## config.mk

```make
export PLATFORM = sky130hd
export DESIGN_NAME = counter_4_bit_down_prescaled_flat
export DESIGN_NICKNAME = d
export VERILOG_FILES = /design/src/rtl/counter_4_bit_down_prescaled_if.sv /design/src/rtl/counter_4_bit_down_prescaled.sv /design/src/flat_wrapper.sv
export SDC_FILE = /design/constraint.sdc
export NUM_CORES = 1
export LEC_CHECK = 0
export BUFFER_PORTS_ARGS = -buffer_cell sky130_fd_sc_hd__buf_2
export CAP_MARGIN = 20
export CORE_AREA = 3 3 40 42
export DETAILED_ROUTE_END_ITERATION = 16
export DIE_AREA = 0 0 43 45
export PLACE_DENSITY = 0.57
export SYNTH_ARGS = -nofsm -noshare
export SYNTH_HDL_FRONTEND = slang
export SYNTH_SLANG_ARGS = --single-unit
```

## constraint.sdc

```tcl
create_clock -name clk -period 1.9 [get_ports clk]
set_input_delay 0.095 -clock clk [delete_from_list [all_inputs] [get_ports clk]]
set_output_delay 0.095 -clock clk [all_outputs]
set_load 0.05 [all_outputs]
```

## src/rtl/counter_4_bit_down_prescaled_if.sv

```systemverilog
`default_nettype none
// ---------------------------------------------------------------------------
// counter_4_bit_down_prescaled_if : control/status bundle of the down counter
// Revision: 1.0
// ---------------------------------------------------------------------------
interface counter_4_bit_down_prescaled_if;
  logic       en;
  logic       load;
  logic [3:0] din;
  logic       mode;
  logic [3:0] out;
  logic       tc;
  logic       busy;

  modport master (
    output en, load, din, mode,
    input  out, tc, busy
  );

  modport slave (
    input  en, load, din, mode,
    output out, tc, busy
  );
endinterface
`default_nettype wire

```

## src/rtl/counter_4_bit_down_prescaled.sv

```systemverilog
`default_nettype none
// ---------------------------------------------------------------------------
// counter_4_bit_down_prescaled : loadable 4-bit down counter, prescaled steps
// Revision: 1.0
// ---------------------------------------------------------------------------
module counter_4_bit_down_prescaled #(
  parameter int PRESCALE = 4
) (
  input  wire logic                      clk,
  input  wire logic                      rst,
  counter_4_bit_down_prescaled_if.slave  bus
);

  localparam int              PW      = (PRESCALE > 1) ? $clog2(PRESCALE) : 1;
  localparam logic [PW-1:0]   PRE_MAX = PW'(PRESCALE - 1);

  typedef enum logic [0:0] {
    ST_HALT = 1'b0,
    ST_RUN  = 1'b1
  } state_t;

  state_t        state_q, state_d;
  logic [PW-1:0] pre_q, pre_d;
  logic [3:0]    out_q, out_d;
  logic          tc_q, tc_d;
  logic          busy_q, busy_d;

  always_comb begin
    state_d = state_q;
    pre_d   = pre_q;
    out_d   = out_q;
    tc_d    = 1'b0;
    if (bus.load) begin
      out_d   = bus.din;
      pre_d   = '0;
      state_d = (bus.din == 4'd0 && bus.mode) ? ST_HALT : ST_RUN;
    end else if (state_q == ST_RUN && bus.en) begin
      if (pre_q == PRE_MAX) begin
        pre_d = '0;
        if (out_q == 4'd1) begin
          out_d = 4'd0;
          tc_d  = 1'b1;
          if (bus.mode) state_d = ST_HALT;
        end else if (out_q == 4'd0) begin
          out_d = 4'd15;
        end else begin
          out_d = out_q - 4'd1;
        end
      end else begin
        pre_d = pre_q + PW'(1);
      end
    end
    busy_d = (state_d == ST_RUN);
  end

  always_ff @(posedge clk or negedge rst) begin
    if (!rst) begin
      state_q <= ST_HALT;
      pre_q   <= '0;
      out_q   <= 4'd0;
      tc_q    <= 1'b0;
      busy_q  <= 1'b0;
    end else begin
      state_q <= state_d;
      pre_q   <= pre_d;
      out_q   <= out_d;
      tc_q    <= tc_d;
      busy_q  <= busy_d;
    end
  end

  assign bus.out  = out_q;
  assign bus.tc   = tc_q;
  assign bus.busy = busy_q;

endmodule
`default_nettype wire
```

## src/flat_wrapper.sv

```systemverilog
// flat-port wrapper written by rule: the top's interface ports become plain ports
module counter_4_bit_down_prescaled_flat 
#(
  parameter int PRESCALE = 4
)
  (clk, rst, bus_en, bus_load, bus_din, bus_mode, bus_out, bus_tc, bus_busy);
  counter_4_bit_down_prescaled_if bus_i ();
  input  wire logic clk;
  input  wire logic rst;
  input wire logic [$bits(bus_i.en)-1:0] bus_en;
  input wire logic [$bits(bus_i.load)-1:0] bus_load;
  input wire logic [$bits(bus_i.din)-1:0] bus_din;
  input wire logic [$bits(bus_i.mode)-1:0] bus_mode;
  output wire logic [$bits(bus_i.out)-1:0] bus_out;
  output wire logic [$bits(bus_i.tc)-1:0] bus_tc;
  output wire logic [$bits(bus_i.busy)-1:0] bus_busy;
  assign bus_i.en = bus_en;
  assign bus_i.load = bus_load;
  assign bus_i.din = bus_din;
  assign bus_i.mode = bus_mode;
  assign bus_out = bus_i.out;
  assign bus_tc = bus_i.tc;
  assign bus_busy = bus_i.busy;
  counter_4_bit_down_prescaled #(.PRESCALE(PRESCALE)) u_core (.clk(clk), .rst(rst), .bus(bus_i));
endmodule
```

==> results of run 1 <==
[cell usage in the layout, fill, tap and decap left out, types with 3 or more instances in the layout]
cell and count:
ha_1 3, clkbuf_4 3, dfrtp_1 8, nand2_1 3
buf_2 14, inv_1 3, nor2_1 7
[worst min path at each step]
stage / from / end / slack (ns)
5_1_grt: bus_mode / u_core.state_q / 0.03
3_5_place_dp: rst / u_core.pre_q[1] / -0.05
4_1_cts: bus_mode / u_core.state_q / 0.04
6_report: bus_mode / u_core.state_q / 0.04
3_3_place_gp: rst / u_core.pre_q[1] / -0.04
2_1_floorplan: rst / u_core.bus.out[0] / -0.20
[stage by stage]
stage | hold WS, ns | std cells | worst slack, ns | utilization
6_report | 0.0404 | 82 | 0.465 | 0.463
5_1_grt | 0.0344 | 82 | 0.386 | 0.463
4_1_cts | 0.0436 | 82 | 0.471 | 0.463
3_5_place_dp | -0.0522 | 78 | 0.481 | 0.437
3_3_place_gp | -0.0443 | 78 | 0.500 | 0.437
2_1_floorplan | -0.201 | 51 | 0.296 | -
[where the power goes]
part / switching, mW / total (mW) / leakage, nW / internal, mW
Clock: 0.0619 / 0.135 / 0.0138 / 0.0726
Combinational: 0.0669 / 0.105 / 0.171 / 0.0382
Sequential: 0.0157 / 0.198 / 0.0950 / 0.182
[worst register-to-register path, stage by stage, from the launching register on]
cell     delay, ns
dfrtp_1       0.40
inv_1         0.11
ha_1          0.18
or3b_1        0.40
nor2_1        0.13
a31oi_1       0.09
[cell type report]
class / instances / area (um^2)
Timing Repair Buffer: 15 / 80.1
Sequential cell: 8 / 200
Fill cell: 128 / 691
Multi-Input combinational cell: 38 / 262
Tap cell: 15 / 18.8
Clock buffer: 3 / 22.5
Inverter: 3 / 11.3
[Yosys cell counts (all sizes together)]
library cell  count  area [um^2]
a211o             1         8.76
a211oi            2         15.0
a21oi             2         10.0
a2bb2oi           1         8.76
a31oi             1         6.26
and3              2         12.5
buf               2         16.3
dfrtp             8          200
ha                3         37.5
inv               3         11.3
mux2              1         15.0
mux2i             1         10.0
nand2             3         11.3
nand2b            1         6.26
nand3             2         10.0
nor2              7         26.3
nor3              1         5.00
nor3b             2         15.0
o2111ai           1         8.76
o211ai            1         7.51
o21ai             1         5.00
o22ai             1         6.26
o31ai             1         7.51
or3b              1         8.76
or4b              2         20.0
[state kept, by name, indices dropped and copies added, names as in the netlist]
register / flops
u_core.state_q: 1
u_core.bus.out: 4
u_core.bus.tc: 1
u_core.pre_q: 2
[repair_timing]
item                                    CTS  global route
endpoints found under the setup margin    0             0
hold buffers                              1             0
hold endpoints to repair                  8             0
[per-layer routing]
layer | wire length (um) | share of wire
met5 | 0 | 0
met1 | 544 | 0.51
met3 | 66 | 0.062
met4 | 25 | 0.023
met2 | 431 | 0.40
[logic make-up (layout without fill, tap and decap cells)]
kind of cell               count (synthesis)  count (layout)  synth area share
muxes                                      2               2            0.0511
and+or+nand+nor                           21              21             0.235
AOI/OAI and AO/OA                         12              12             0.171
DFF                                        8               8             0.409
buffers and inverters                      5              21            0.0563
adders and majority gates                  3               3            0.0767
==> impl_metrics.env, run 1 <==
export IMPL_core_area_mm2=0.00128
export IMPL_via_per_inst=5.22
export IMPL_gr_usage_met1=0.155
export IMPL_reg2reg_to="u_core.state_q"
export IMPL_drt_first_pass_iters=4
export IMPL_cpMaxStageDelayCell="dfrtp_1"
export IMPL_gp_congestion=0.753
export IMPL_synth_cells=51
export IMPL_initial_core_util=0.381
export IMPL_total_power_mw=0.438
export IMPL_critPathTopFamily="simple AND/OR/NAND/NOR gates"
export IMPL_worst_path_stages=5
export IMPL_slew_headroom=0.833
export IMPL_ir_drop_uv=346
export IMPL_setup_worst_path_end_class="flop"
export IMPL_syn_area_um2=489
export IMPL_synth_cell_types=26
export IMPL_ios=15
export IMPL_p_leak_nw=0.280
export IMPL_drv_slew=0
export IMPL_grt_pass1_wl_um=1600
export IMPL_crit_fanout=4
export IMPL_seq_area_frac_synth=0.409
export IMPL_rsz0062_at_grt="false"
export IMPL_grt_max_degree=13
export IMPL_cts_setup_buffers=0
export IMPL_cp_required_ns=2.03
export IMPL_rr_startpoint="u_core.bus.out[1]"
export IMPL_via_count=428
export IMPL_cp_startpoint="u_core.bus.out[1]"
export IMPL_area_growth_pct=21.5
export IMPL_synth_area_per_cell_um2=9.59
export IMPL_antennaDiodeCount=0
export IMPL_wl_per_cell_um=13.0
export IMPL_outcome="complete, no violations"
export IMPL_hold_viol_final=0
export IMPL_fin_crit_ns=1.44
export IMPL_synth_nets=63
export IMPL_postLayoutCellArea_um2=594
export IMPL_critPathLaunchType="flop"
export IMPL_wl_um=1070
export IMPL_die_h_um=45
export IMPL_hold_path_depth=2
export IMPL_yosys_register_bits=8
export IMPL_antenna_found_initial=0
export IMPL_max_stage_delay_ns=0.40
export IMPL_r2r_setup_slack_ns=0.46
export IMPL_ant_nets=0
export IMPL_drv_cap=0
export IMPL_fp_dieW_um=43
export IMPL_reg2regPathDepth=5
export IMPL_row_count=13
export IMPL_io_buffers=14
export IMPL_arrival_ns=1.57
export IMPL_cts_root_buf="clkbuf_4"
export IMPL_overflow=0
export IMPL_drt_iter0_drc=9
export IMPL_worst_slew_pin_slew_ns=0.252
export IMPL_nets=81
export IMPL_setup_viol=0
export IMPL_clockBufferDepth=2
export IMPL_placed_cell_area_um2=562
export IMPL_fin_crit_sh=0.755
export IMPL_cts_sinks=8
export IMPL_critical_path_class="flop to flop"
export IMPL_ctsResizeCount=0
export IMPL_crit_chain="inv_1 > ha_1 > or3b_1 > nor2_1 > a31oi_1"
export IMPL_grt_pass1_vias=383
export IMPL_cts_max_level=1
export IMPL_fmax_mhz=697
export IMPL_cts_buffers=3
export IMPL_grt_use_total=0.112
export IMPL_drc=0
export IMPL_hp_class="input pin to flop"
export IMPL_fin_worst_skew_ns=0.00337
export IMPL_cp_endpoint="u_core.state_q"
export IMPL_top_usage_layer="met2"
export IMPL_met2_usage=0.168
export IMPL_met3_usage=0.0120
export IMPL_synth_warning_count=0
export IMPL_clk_insertion_delay_late_ns=0.26
export IMPL_cts_tree="yes"
export IMPL_critical_path_buf_inv_count=1
export IMPL_clk_pin_slew_ns=0.06
export IMPL_die_area_mm2=0.00194
export IMPL_power_density_mw_per_mm2=737
export IMPL_drive_gt1_frac=0.269
export IMPL_setup_tns_ns=0
(Power assumes the default switching activity.)
==> inputs of run 2 (changes only) <==
==> constraint.sdc (replaced) <==
create_clock -name clk -period 1.5 [get_ports clk]
set_input_delay 0.075 -clock clk [delete_from_list [all_inputs] [get_ports clk]]
set_output_delay 0.075 -clock clk [all_outputs]
set_load 0.05 [all_outputs]
==> run 2 against run 1 <==
  * Non-clock buffer count is the same
  * Wire length down 5.4%
  * Critical path depth stayed put
  * First-iteration DRC count decreased by 67%
  * Maximum frequency increased by 0.60%
  * Final area increased by 1.7%
  * Register-to-register slack got worse by 0.39 ns
  * Total power up 29%
  * Largest cell class unchanged
  * Global-route usage rose by 0.84 points
==> impl_metrics.env, run 2 (synthesized netlist as in run 1, its figures left out) <==
export IMPL_outcome="complete, no violations"
export IMPL_power_frac_comb=0.237
export IMPL_fp_dieW_um=43
export IMPL_cp_required_ns=1.63
export IMPL_total_power_mw=0.564
export IMPL_area_growth_pct=23.5
export IMPL_row_count=13
export IMPL_seqPwrFrac=0.447
export IMPL_fmax_mhz=701
export IMPL_cts_root_buf="clkbuf_4"
export IMPL_rsz0062_at_grt="false"
export IMPL_gp_congestion=0.729
export IMPL_ios=15
export IMPL_cts_sinks=8
export IMPL_grt_use_total=0.121
export IMPL_drv_slew=0
export IMPL_drive_gt1_frac=0.338
export IMPL_worst_slew_pin_slew_ns=0.227
export IMPL_r2r_setup_slack_ns=0.07
export IMPL_wl_per_cell_um=12.2
export IMPL_slew_headroom=0.847
export IMPL_critical_path_class="flop to flop"
export IMPL_setup_viol=0
export IMPL_ir_drop_uv=581
export IMPL_drv_cap=0
export IMPL_cts_buffers=3
export IMPL_p_int_mw=0.384
export IMPL_die_h_um=45
export IMPL_hold_ws_ns=0.0236
export IMPL_drt_iter0_drc=3
export IMPL_via_per_inst=5.29
export IMPL_drt_first_pass_iters=4
export IMPL_antenna_found_initial=0
export IMPL_hp_class="input pin to flop"
export IMPL_wl_um=1010
export IMPL_setup_worst_path_end_class="flop"
export IMPL_setup_tns_ns=0
export IMPL_netSwitchingFraction=0.320
export IMPL_p_switching_mw=0.180
export IMPL_dpl_hpwl_um=808
export IMPL_nets=81
export IMPL_initial_core_util=0.381
export IMPL_largest_register_ffs=4
export IMPL_fin_crit_ns=1.43
export IMPL_final_common_cell="buf_2"
export IMPL_antennaDiodeCount=0
export IMPL_die_area_mm2=0.00194
export IMPL_cts_tree="yes"
export IMPL_hold_viol_final=0
export IMPL_overflow=0
export IMPL_clockBufferDepth=2
export IMPL_fin_worst_skew_ns=0.000577
export IMPL_critPathLaunchType="flop"
export IMPL_arrival_ns=1.55
export IMPL_p_leak_nw=0.279
export IMPL_clk_insertion_delay_late_ns=0.25
export IMPL_ant_nets=0
export IMPL_grt_pass1_wl_um=1770
export IMPL_clk_pin_slew_ns=0.06
export IMPL_via_count=439
export IMPL_grt_max_degree=13
export IMPL_core_area_mm2=0.00128
export IMPL_drc=0
export IMPL_crit_fanout=4
export IMPL_cts_max_level=1
export IMPL_p_clk_frac=0.315
export IMPL_grt_pass1_vias=416
export IMPL_fin_crit_sh=0.951
export IMPL_power_density_mw_per_mm2=934
export IMPL_final_cell_mix="buf_2 (14), nor2_1 (7), dfrtp_1 (5)"
export IMPL_io_buffers=14
run 2: final timing paths:
kind / start / endpoint / depth (start not counted)
max: u_core.bus.out[1] / u_core.state_q / 5
min: bus_mode / u_core.state_q / 2
min reg2reg: u_core.pre_q[1] / u_core.pre_q[1] / 2
max in group asynchronous: rst / u_core.bus.out[1] / 2
min in group asynchronous: rst / u_core.bus.tc / 2
max reg2reg: u_core.bus.out[1] / u_core.state_q / 5
run 2: area by class of cell:
cell class	instances	area (um^2)
Fill cell	135	681
Clock buffer	4	26.3
Timing Repair Buffer	15	80.1
Multi-Input combinational cell	38	264
Sequential cell	8	204
Inverter	3	11.3
Tap cell	15	18.8
run 2: per-stage QoR:
step / utilization / area, um^2 / instances / worst slack [ns]
3_5_place_dp: 0.440 / 566 / 78 / 0.0364
4_1_cts: 0.468 / 602 / 83 / 0.0213
6_report: 0.470 / 604 / 83 / 0.0735
2_1_floorplan: - / 493 / 51 / 0.0238
3_3_place_gp: 0.440 / 566 / 78 / 0.0298
5_1_grt: 0.470 / 604 / 83 / 0.0185
run 2: worst max-delay path: stages, from the launching register on:
cell     delay, ns
dfrtp_2       0.43
inv_2         0.08
ha_1          0.16
or3b_4        0.40
nor2_1        0.14
a31oi_1       0.10
run 2: repair_timing:
action,CTS,global route
hold buffers,1,0
endpoints found under the setup margin,0,2
resized for setup,0,2
buffers inserted,0,0
hold endpoints to repair,8,0
run 2: per-layer routing:
metal	vias to the layer above	part of all wire	global-route usage
met5	-	0	0
li1	222	-	-
met2	19	0.45	0.210
met1	196	0.47	0.153
met4	0	0.0020	0
met3	2	0.069	0.0478
run 2: power groups by stage:
stage | clock, mW | sequential (mW) | combinational (mW)
floorplan | 0 | 0.289 | 0.0567
global placement | 0 | 0.255 | 0.132
detailed placement | 0 | 0.255 | 0.132
CTS | 0.186 | 0.251 | 0.134
global route | 0.197 | 0.255 | 0.149
finish | 0.178 | 0.253 | 0.134
